$ cat src/rtl/d_cache_requester.sv
// d_cache_requester: memory-stage initiator for the data cache.
// Takes load/store/non-memory instructions from execute and issues d_cache
// requests. It waits for the d_cache response, then hands one result per
// instruction to writeback over a valid/ready handshake.
// Optional feature macro: DCACHE_REQ_TIMEOUT_EN. When it is defined, a WAIT
// that sees no response for TIMEOUT_CYCLES cycles is aborted with a
// one-cycle timeout_err pulse.
module d_cache_requester #(
  parameter int REG_ADDR_W     = 3,
  parameter int TIMEOUT_CYCLES = 255,
  parameter int TIMEOUT_W      = 8
) (
  input  logic                  clk,
  input  logic                  rst,
  input  logic                  ex_valid,
  input  logic                  ex_mem_access,
  input  logic                  ex_mem_op,
  input  logic [15:0]           ex_address,
  input  logic [15:0]           ex_data,
  input  logic [REG_ADDR_W-1:0] ex_dest,
  output logic                  stall,
  output logic                  dc_mem_access,
  output logic [15:0]           dc_address,
  output logic                  dc_mem_op,
  output logic [15:0]           dc_data,
  input  logic                  dc_valid,
  input  logic [15:0]           dc_rdata,
  output logic                  wb_valid,
  input  logic                  wb_ready,
  output logic [15:0]           wb_data,
  output logic [REG_ADDR_W-1:0] wb_dest,
  output logic                  wb_we,
  output logic                  timeout_err
);

  // The timeout counter must be able to hold TIMEOUT_CYCLES.
  if (TIMEOUT_CYCLES < 1 || TIMEOUT_CYCLES >= (2 ** TIMEOUT_W)) begin : g_bad_cfg
    $error("d_cache_requester: TIMEOUT_CYCLES must be in 1 .. 2**TIMEOUT_W-1");
  end

  typedef enum logic [1:0] {S_IDLE, S_WAIT, S_RESP} state_e;

  state_e                state_q, state_d;
  logic [15:0]           addr_q, addr_d;
  logic                  op_q, op_d;
  logic [15:0]           data_q, data_d;
  logic [15:0]           wb_data_q, wb_data_d;
  logic [REG_ADDR_W-1:0] wb_dest_q, wb_dest_d;
  logic                  wb_we_q, wb_we_d;
  logic                  accept;
`ifdef DCACHE_REQ_TIMEOUT_EN
  logic [TIMEOUT_W-1:0]  cnt_q, cnt_d;
  logic                  timeout_err_q, timeout_err_d;
  logic                  expire;
`endif

  // Execute can hand over a new instruction when idle, or when the current
  // result retires in this same cycle.
  assign accept = ex_valid & ((state_q == S_IDLE) | ((state_q == S_RESP) & wb_ready));

  // State register plus the request and result registers.
  always_ff @(posedge clk) begin
    // NOTE: sequential state uses non-blocking assignments only, so every
    // flop samples the pre-edge values and evaluation order cannot matter.
    if (rst) begin
      state_q   <= S_IDLE;
      addr_q    <= '0;
      op_q      <= 1'b0;
      data_q    <= '0;
      wb_data_q <= '0;
      wb_dest_q <= '0;
      wb_we_q   <= 1'b0;
`ifdef DCACHE_REQ_TIMEOUT_EN
      cnt_q         <= '0;
      timeout_err_q <= 1'b0;
`endif
    end else begin
      state_q   <= state_d;
      addr_q    <= addr_d;
      op_q      <= op_d;
      data_q    <= data_d;
      wb_data_q <= wb_data_d;
      wb_dest_q <= wb_dest_d;
      wb_we_q   <= wb_we_d;
`ifdef DCACHE_REQ_TIMEOUT_EN
      cnt_q         <= cnt_d;
      timeout_err_q <= timeout_err_d;
`endif
    end
  end

  // Next-state and next-register logic.
  always_comb begin
    // NOTE: every signal gets a hold/default value first, so no path through
    // the case statement leaves one unassigned and infers a latch.
    state_d   = state_q;
    addr_d    = addr_q;
    op_d      = op_q;
    data_d    = data_q;
    wb_data_d = wb_data_q;
    wb_dest_d = wb_dest_q;
    wb_we_d   = wb_we_q;
`ifdef DCACHE_REQ_TIMEOUT_EN
    cnt_d         = cnt_q;
    timeout_err_d = 1'b0;
    expire        = ~dc_valid & (cnt_q == TIMEOUT_W'(TIMEOUT_CYCLES - 1));
`endif

    case (state_q)
      S_WAIT: begin
        if (dc_valid) begin
          // A store retires with no register write and zero data.
          wb_data_d = op_q ? 16'h0000 : dc_rdata;
          wb_we_d   = ~op_q;
          state_d   = S_RESP;
`ifdef DCACHE_REQ_TIMEOUT_EN
        end else if (expire) begin
          // The in-flight request is abandoned and produces no writeback.
          timeout_err_d = 1'b1;
          state_d       = S_IDLE;
        end else begin
          cnt_d = cnt_q + TIMEOUT_W'(1);
`endif
        end
      end
      S_RESP: begin
        if (wb_ready) state_d = S_IDLE;
      end
      default: ;
    endcase

    // Taking a new instruction overrides the IDLE fall-back from RESP, which
    // gives back-to-back issue with no bubble.
    if (accept) begin
      wb_dest_d = ex_dest;
      if (ex_mem_access) begin
        addr_d  = ex_address;
        op_d    = ex_mem_op;
        data_d  = ex_data;
        state_d = S_WAIT;
`ifdef DCACHE_REQ_TIMEOUT_EN
        cnt_d   = '0;
`endif
      end else begin
        wb_data_d = ex_data;
        wb_we_d   = 1'b1;
        state_d   = S_RESP;
      end
    end
  end

  // Outputs decoded from the state and the registers.
  always_comb begin
    stall         = ex_valid & ~accept;
    dc_mem_access = (state_q == S_WAIT);
    wb_valid      = (state_q == S_RESP);
    dc_address    = addr_q;
    dc_mem_op     = op_q;
    dc_data       = data_q;
    wb_data       = wb_data_q;
    wb_dest       = wb_dest_q;
    wb_we         = wb_we_q;
`ifdef DCACHE_REQ_TIMEOUT_EN
    timeout_err   = timeout_err_q;
`else
    timeout_err   = 1'b0;
`endif
  end

endmodule

$ cat config.mk
export PLATFORM = sky130hd
export DESIGN_NAME = d_cache_requester
export DESIGN_NICKNAME = d
export VERILOG_FILES = /design/src/rtl/d_cache_requester.sv
export SDC_FILE = /design/constraint.sdc
export NUM_CORES = 1
export LEC_CHECK = 0
export CORE_ASPECT_RATIO = 0.8
export CORE_MARGIN = 5
export CORE_UTILIZATION = 67
export DETAILED_ROUTE_END_ITERATION = 10
export DONT_BUFFER_PORTS = 1
export PLACE_DENSITY = 0.83
export SYNTH_ARGS = -nofsm -noshare
export SYNTH_HDL_FRONTEND = slang
export SYNTH_SLANG_ARGS = --single-unit
$ cat constraint.sdc
create_clock -name clk -period 2.47 [get_ports clk]
set_input_delay 0.494 -clock clk [delete_from_list [all_inputs] [get_ports clk]]
set_output_delay 0.494 -clock clk [all_outputs]
set_load 0.02 [all_outputs]
; Word level (Yosys, flattened, before mapping)
; Cells that the tools add are included.
[op_classes]
reduce_logical = 4
bitwise_logic = 6
n_mux = 14
n_eq_ne = 4
[op_table]
columns = operator, count
row1 = $mux W16, 5
row2 = $mux W2, 4
row3 = $ne A3 B1 Y1 const B, 2
row4 = $mux W1, 4
row5 = $pmux W2 S2, 1
row6 = $and A1 B1 Y1, 3
row7 = $reduce_and A3 Y1, 1
row8 = $reduce_bool A3 Y1, 1
row9 = $eq A2 B1 Y1 const B, 1
row10 = $eq A2 B2 Y1 const B, 1
row11 = $logic_not A2 Y1, 1
row12 = $not A1 Y1, 2
row13 = $reduce_and A2 Y1, 1
row14 = $or A1 B1 Y1, 1
[totals]
output_inout_bits = 57
word_cells = 35
ff_bits = 55
inputBits = 58

; Logic depth before layout (Yosys ltp)
[depth]
ltp_word = 6
ltp_mapped = 7
ltp_nobuf = 5

; Worst setup path before layout
; OpenSTA, ideal clock, no wires.
[synth_path]
path_kind = register to output
from = register state_q[0]
to = output stall
slack_ns = 0.540
required_time_ns = 1.976
t_arrival_ns = 1.436
n_path_buf = 1
stages_incl_launch_ff = 6
path_cell_list = dfxtp_1 inv_1 ha_1 a21o_1 clkbuf_1 nor2_1
[synth_between]
elab_chain_len = 6
word_cells_on_any_way = 7
cone_classes = 1 x eq/ne / 5 x bitwise / 1 x reduce/logical
[synth_lines]
columns = item, line_no
row1 = start: declaration, 43  ; state_e state_q, state_d;
row2 = start signal: assignment, 78  ; state_q <= state_d;
row3 = $eq A2 B2 Y1, n/a
row4 = net wb_valid, 28  ; output logic wb_valid,
row5 = $and A1 B1 Y1, 59  ; assign accept = ex_valid & ((state_q == S_IDLE) | ((state_q == S_RESP) & wb_ready));
row6 = $or A1 B1 Y1, 59
row7 = $and A1 B1 Y1, 59
row8 = $not A1 Y1, 154  ; stall = ex_valid & ~accept;
row9 = $and A1 B1 Y1, 154
row10 = end: declaration, 21  ; output logic stall,
; The timed path passes the listed nets, and every way through them passes these cells.

; Final worst setup path
; Same ends and word-level chain as after synthesis.

==> metrics <==
result of the run finished clean; Worst R2R Setup Slack between 0.4 and 0.5 ns; routability congestion estimate from global placement 0.776; setup repair after global routing missed its margin false; initial cell density of the core between 60% and 70%; flip-flop and latch area ~0.0011 mm^2; Worst-Margin Slew 0.700 ns; placed cell area 0.00263 mm^2; largest net degree at the start of global routing 36; net count after synthesis 344; number of placement rows 20; Power Density between 700 and 800 mW/mm^2; number of synthesized register bits 55; multi-input combinational cell area 0.00131 mm^2; count of input and output buffers 0; Max Fclk 442 MHz; final cell area excluding filler cells 0.00273 mm^2; library cell used as clock root buffer sky130_fd_sc_hd__clkbuf_8; number of ports placed on the die boundary 115; Die ar. 0.00528 mm^2; DRC marker count from the first detailed-route iteration 113; sequential fraction of the synthesis area 41.9%; category of the critical setup timing path reg2out; detailed placement HPWL 4.25 mm; total standard cell area after synthesis between 0.002 and 0.003 mm^2; # DRC 0; number of antenna-violating nets in the routed design 0; count of hold-fix buffers inserted at cts 0; met2 wire length 2.78 mm; global-route wire length before repair just under 10 mm; buffer count from post-CTS setup fixing 0; top flip-flop cell by instance count after synthesis sky130_fd_sc_hd__dfxtp_1; number of antenna violations at the first check in global routing 0; TritonCTS clock tree built; CTS clk-pin slew, worst paths around 0.09 ns; maximum net fanout on the critical path 10; number of levels the H-tree was split into 2; fin nets 330; Synth Area per Inst between 9 and 10 um^2; total number of vias 2050; number of distinct library cell variants in the gate-level netlist after synthesis 31; Tmin final 2.26 ns; Synth Instances 283; Hold Path Class in2reg; routed length on met3 584 um; Avg WL per Cell 18.6 um; maximum root-to-sink buffer count 2; required arrival time at the worst endpoint 1.98 ns; wire length on met1 between 2 and 3 mm; largest vdd supply drop 0.455 mV; total gr overflow 0; setup-violating endpoint count in the final report 0; highest signal layer in the routed design met4; core outline area 0.00380 mm^2; via count of the first global-routing pass 1970; x dimension of the die about 80 um; Setup TNS 0 ns; Synth async-reset ratio 0%; Yosys Warn Count 0; post-cts sizing count 0; Worst Skew approximately 0.0046 ns; count of fill cells added during filler insertion 305; kind of capture point of the worst setup path output pin; crit share post-route 91.7%; Total Routed Length about 6 mm; gr usage total 23.2%; number of violations of the max-capacitance limit 0; share of post-route cells with drive strength above 1 11.5%; clk sink count 55; number of vias per cell about 6.3; number of flops mapped to enable cells by yosys 0; Pre-Repair DR Iteration Count 4; arrival time reported for the critical path endpoint 1.77 ns; Static Leak ~1.1 nW; worst skew pair latency 0.30 ns; relative area change from synthesis to final layout 3.90%; max-slew violation count 0; normalized max-slew margin 53.2%; n_diodes 0; number of clock buffers inserted by TritonCTS 5; startpoint types flop; floorplan die height 66.0 um; final hold viol count 0
[Yosys cell counts (4+ instances only)]
library cell | instances | area, um^2
sky130_fd_sc_hd__a31o_2 | 13 | 114
sky130_fd_sc_hd__buf_2 | 7 | 35.0
sky130_fd_sc_hd__a31o_1 | 4 | 35.0
sky130_fd_sc_hd__clkbuf_1 | 18 | 67.6
sky130_fd_sc_hd__mux2i_1 | 33 | 330
sky130_fd_sc_hd__dfxtp_1 | 55 | 1100
sky130_fd_sc_hd__inv_1 | 20 | 75.1
sky130_fd_sc_hd__nand3_1 | 4 | 20.0
sky130_fd_sc_hd__a21boi_0 | 16 | 120
sky130_fd_sc_hd__a311oi_1 | 17 | 149
sky130_fd_sc_hd__o21ai_0 | 18 | 90.1
sky130_fd_sc_hd__a21oi_1 | 5 | 25.0
sky130_fd_sc_hd__nand2_1 | 34 | 128
sky130_fd_sc_hd__and4b_1 | 16 | 160
[routing by layer]
| layer | GRT usage, % | up-vias |
|---|---|---|
| met5 | 0 | - |
| met4 | 6.54 | 0 |
| met3 | 8.04 | 9 |
| met2 | 37.7 | 87 |
| met1 | 29.1 | 957 |
| li1 | - | 997 |
[worst max-delay path: stages (launching register included)]
cell and delay [ns]:
sky130_fd_sc_hd__dfxtp_1 0.37, sky130_fd_sc_hd__inv_1 0.08, sky130_fd_sc_hd__ha_1 0.33, sky130_fd_sc_hd__a21o_1 0.34
sky130_fd_sc_hd__nor2_1 0.35
[stage by stage]
stage / cells / power, W / hold slack [ns] / setup WS [ns] / utilization, %
6_report: 325 / 0.00194 / 0.252 / 0.205 / 71.8
3_3_place_gp: 317 / 0.00143 / 0.475 / 0.590 / 69.1
4_1_cts: 325 / 0.00196 / 0.243 / 0.204 / 71.8
3_5_place_dp: 317 / 0.00144 / 0.499 / 0.515 / 69.1
2_1_floorplan: 283 / 0.00138 / 0.453 / 0.540 / -
5_1_grt: 325 / 0.00205 / 0.237 / 0.112 / 71.8
[registers in the layout (all words and copies together), names as in the netlist]
signal	cells
dc_address	16
dc_data	16
wb_data	16
wb_dest	3
state_q	2
dc_mem_op	1
wb_we	1
[cells in the final DEF, fill, tap and decap left out, types with 2 or more instances in the layout]
| cell type | synthesis | routed |
|---|---|---|
| sky130_fd_sc_hd__a21boi_0 | 16 | 16 |
| sky130_fd_sc_hd__a21oi_1 | 5 | 5 |
| sky130_fd_sc_hd__a311oi_1 | 17 | 17 |
| sky130_fd_sc_hd__a31o_1 | 4 | 4 |
| sky130_fd_sc_hd__a31o_2 | 13 | 13 |
| sky130_fd_sc_hd__and4b_1 | 16 | 16 |
| sky130_fd_sc_hd__buf_4 | 1 | 7 |
| sky130_fd_sc_hd__clkbuf_8 | 0 | 7 |
| sky130_fd_sc_hd__dfxtp_1 | 55 | 55 |
| sky130_fd_sc_hd__ha_1 | 3 | 3 |
| sky130_fd_sc_hd__inv_1 | 20 | 19 |
| sky130_fd_sc_hd__inv_2 | 1 | 2 |
| sky130_fd_sc_hd__mux2i_1 | 33 | 33 |
| sky130_fd_sc_hd__nand2_1 | 34 | 34 |
| sky130_fd_sc_hd__nand2b_1 | 2 | 2 |
| sky130_fd_sc_hd__nand3_1 | 4 | 4 |
| sky130_fd_sc_hd__nor2_1 | 2 | 2 |
| sky130_fd_sc_hd__o21ai_0 | 18 | 18 |
[logic make-up after synthesis]
family,Yosys count,synth area share [%]
DFF,55,41.9
buffers and inverters,50,8.48
other,1,0.143
adders and majority gates,3,1.43
muxes,33,12.6
AOI/OAI and AO/OA,79,22.0
and+or+nand+nor,62,13.5
[power breakdown]
group	internal, W	switching (W)	leakage (nW)
clock	0.000256	0.000267	0.0515
combinational	0.000141	0.000186	0.612
sequential	0.000959	0.000135	0.449
total	0.00136	0.000588	1.11
[final cells by class]
type                            count  area share [%]
Tap cell                           55            2.52
Clock buffer                        8            3.67
Timing Repair Buffer                8            2.66
Sequential cell                    55            40.3
Multi-Input combinational cell    178            47.9
Inverter                           21            2.89
[worst paths after layout]
check | from | end | depth (start not counted)
max | state_q[0]$_SDFFE_PP0P_ | stall | 4
min | rst | wb_we$_SDFF_PP0_ | 1
max reg2reg | state_q[0]$_SDFFE_PP0P_ | dc_data[1]$_SDFFE_PP0P_ | 6
min reg2reg | state_q[0]$_SDFFE_PP0P_ | state_q[0]$_SDFFE_PP0P_ | 2
No activity file was read; power rests on OpenSTA's default activity.
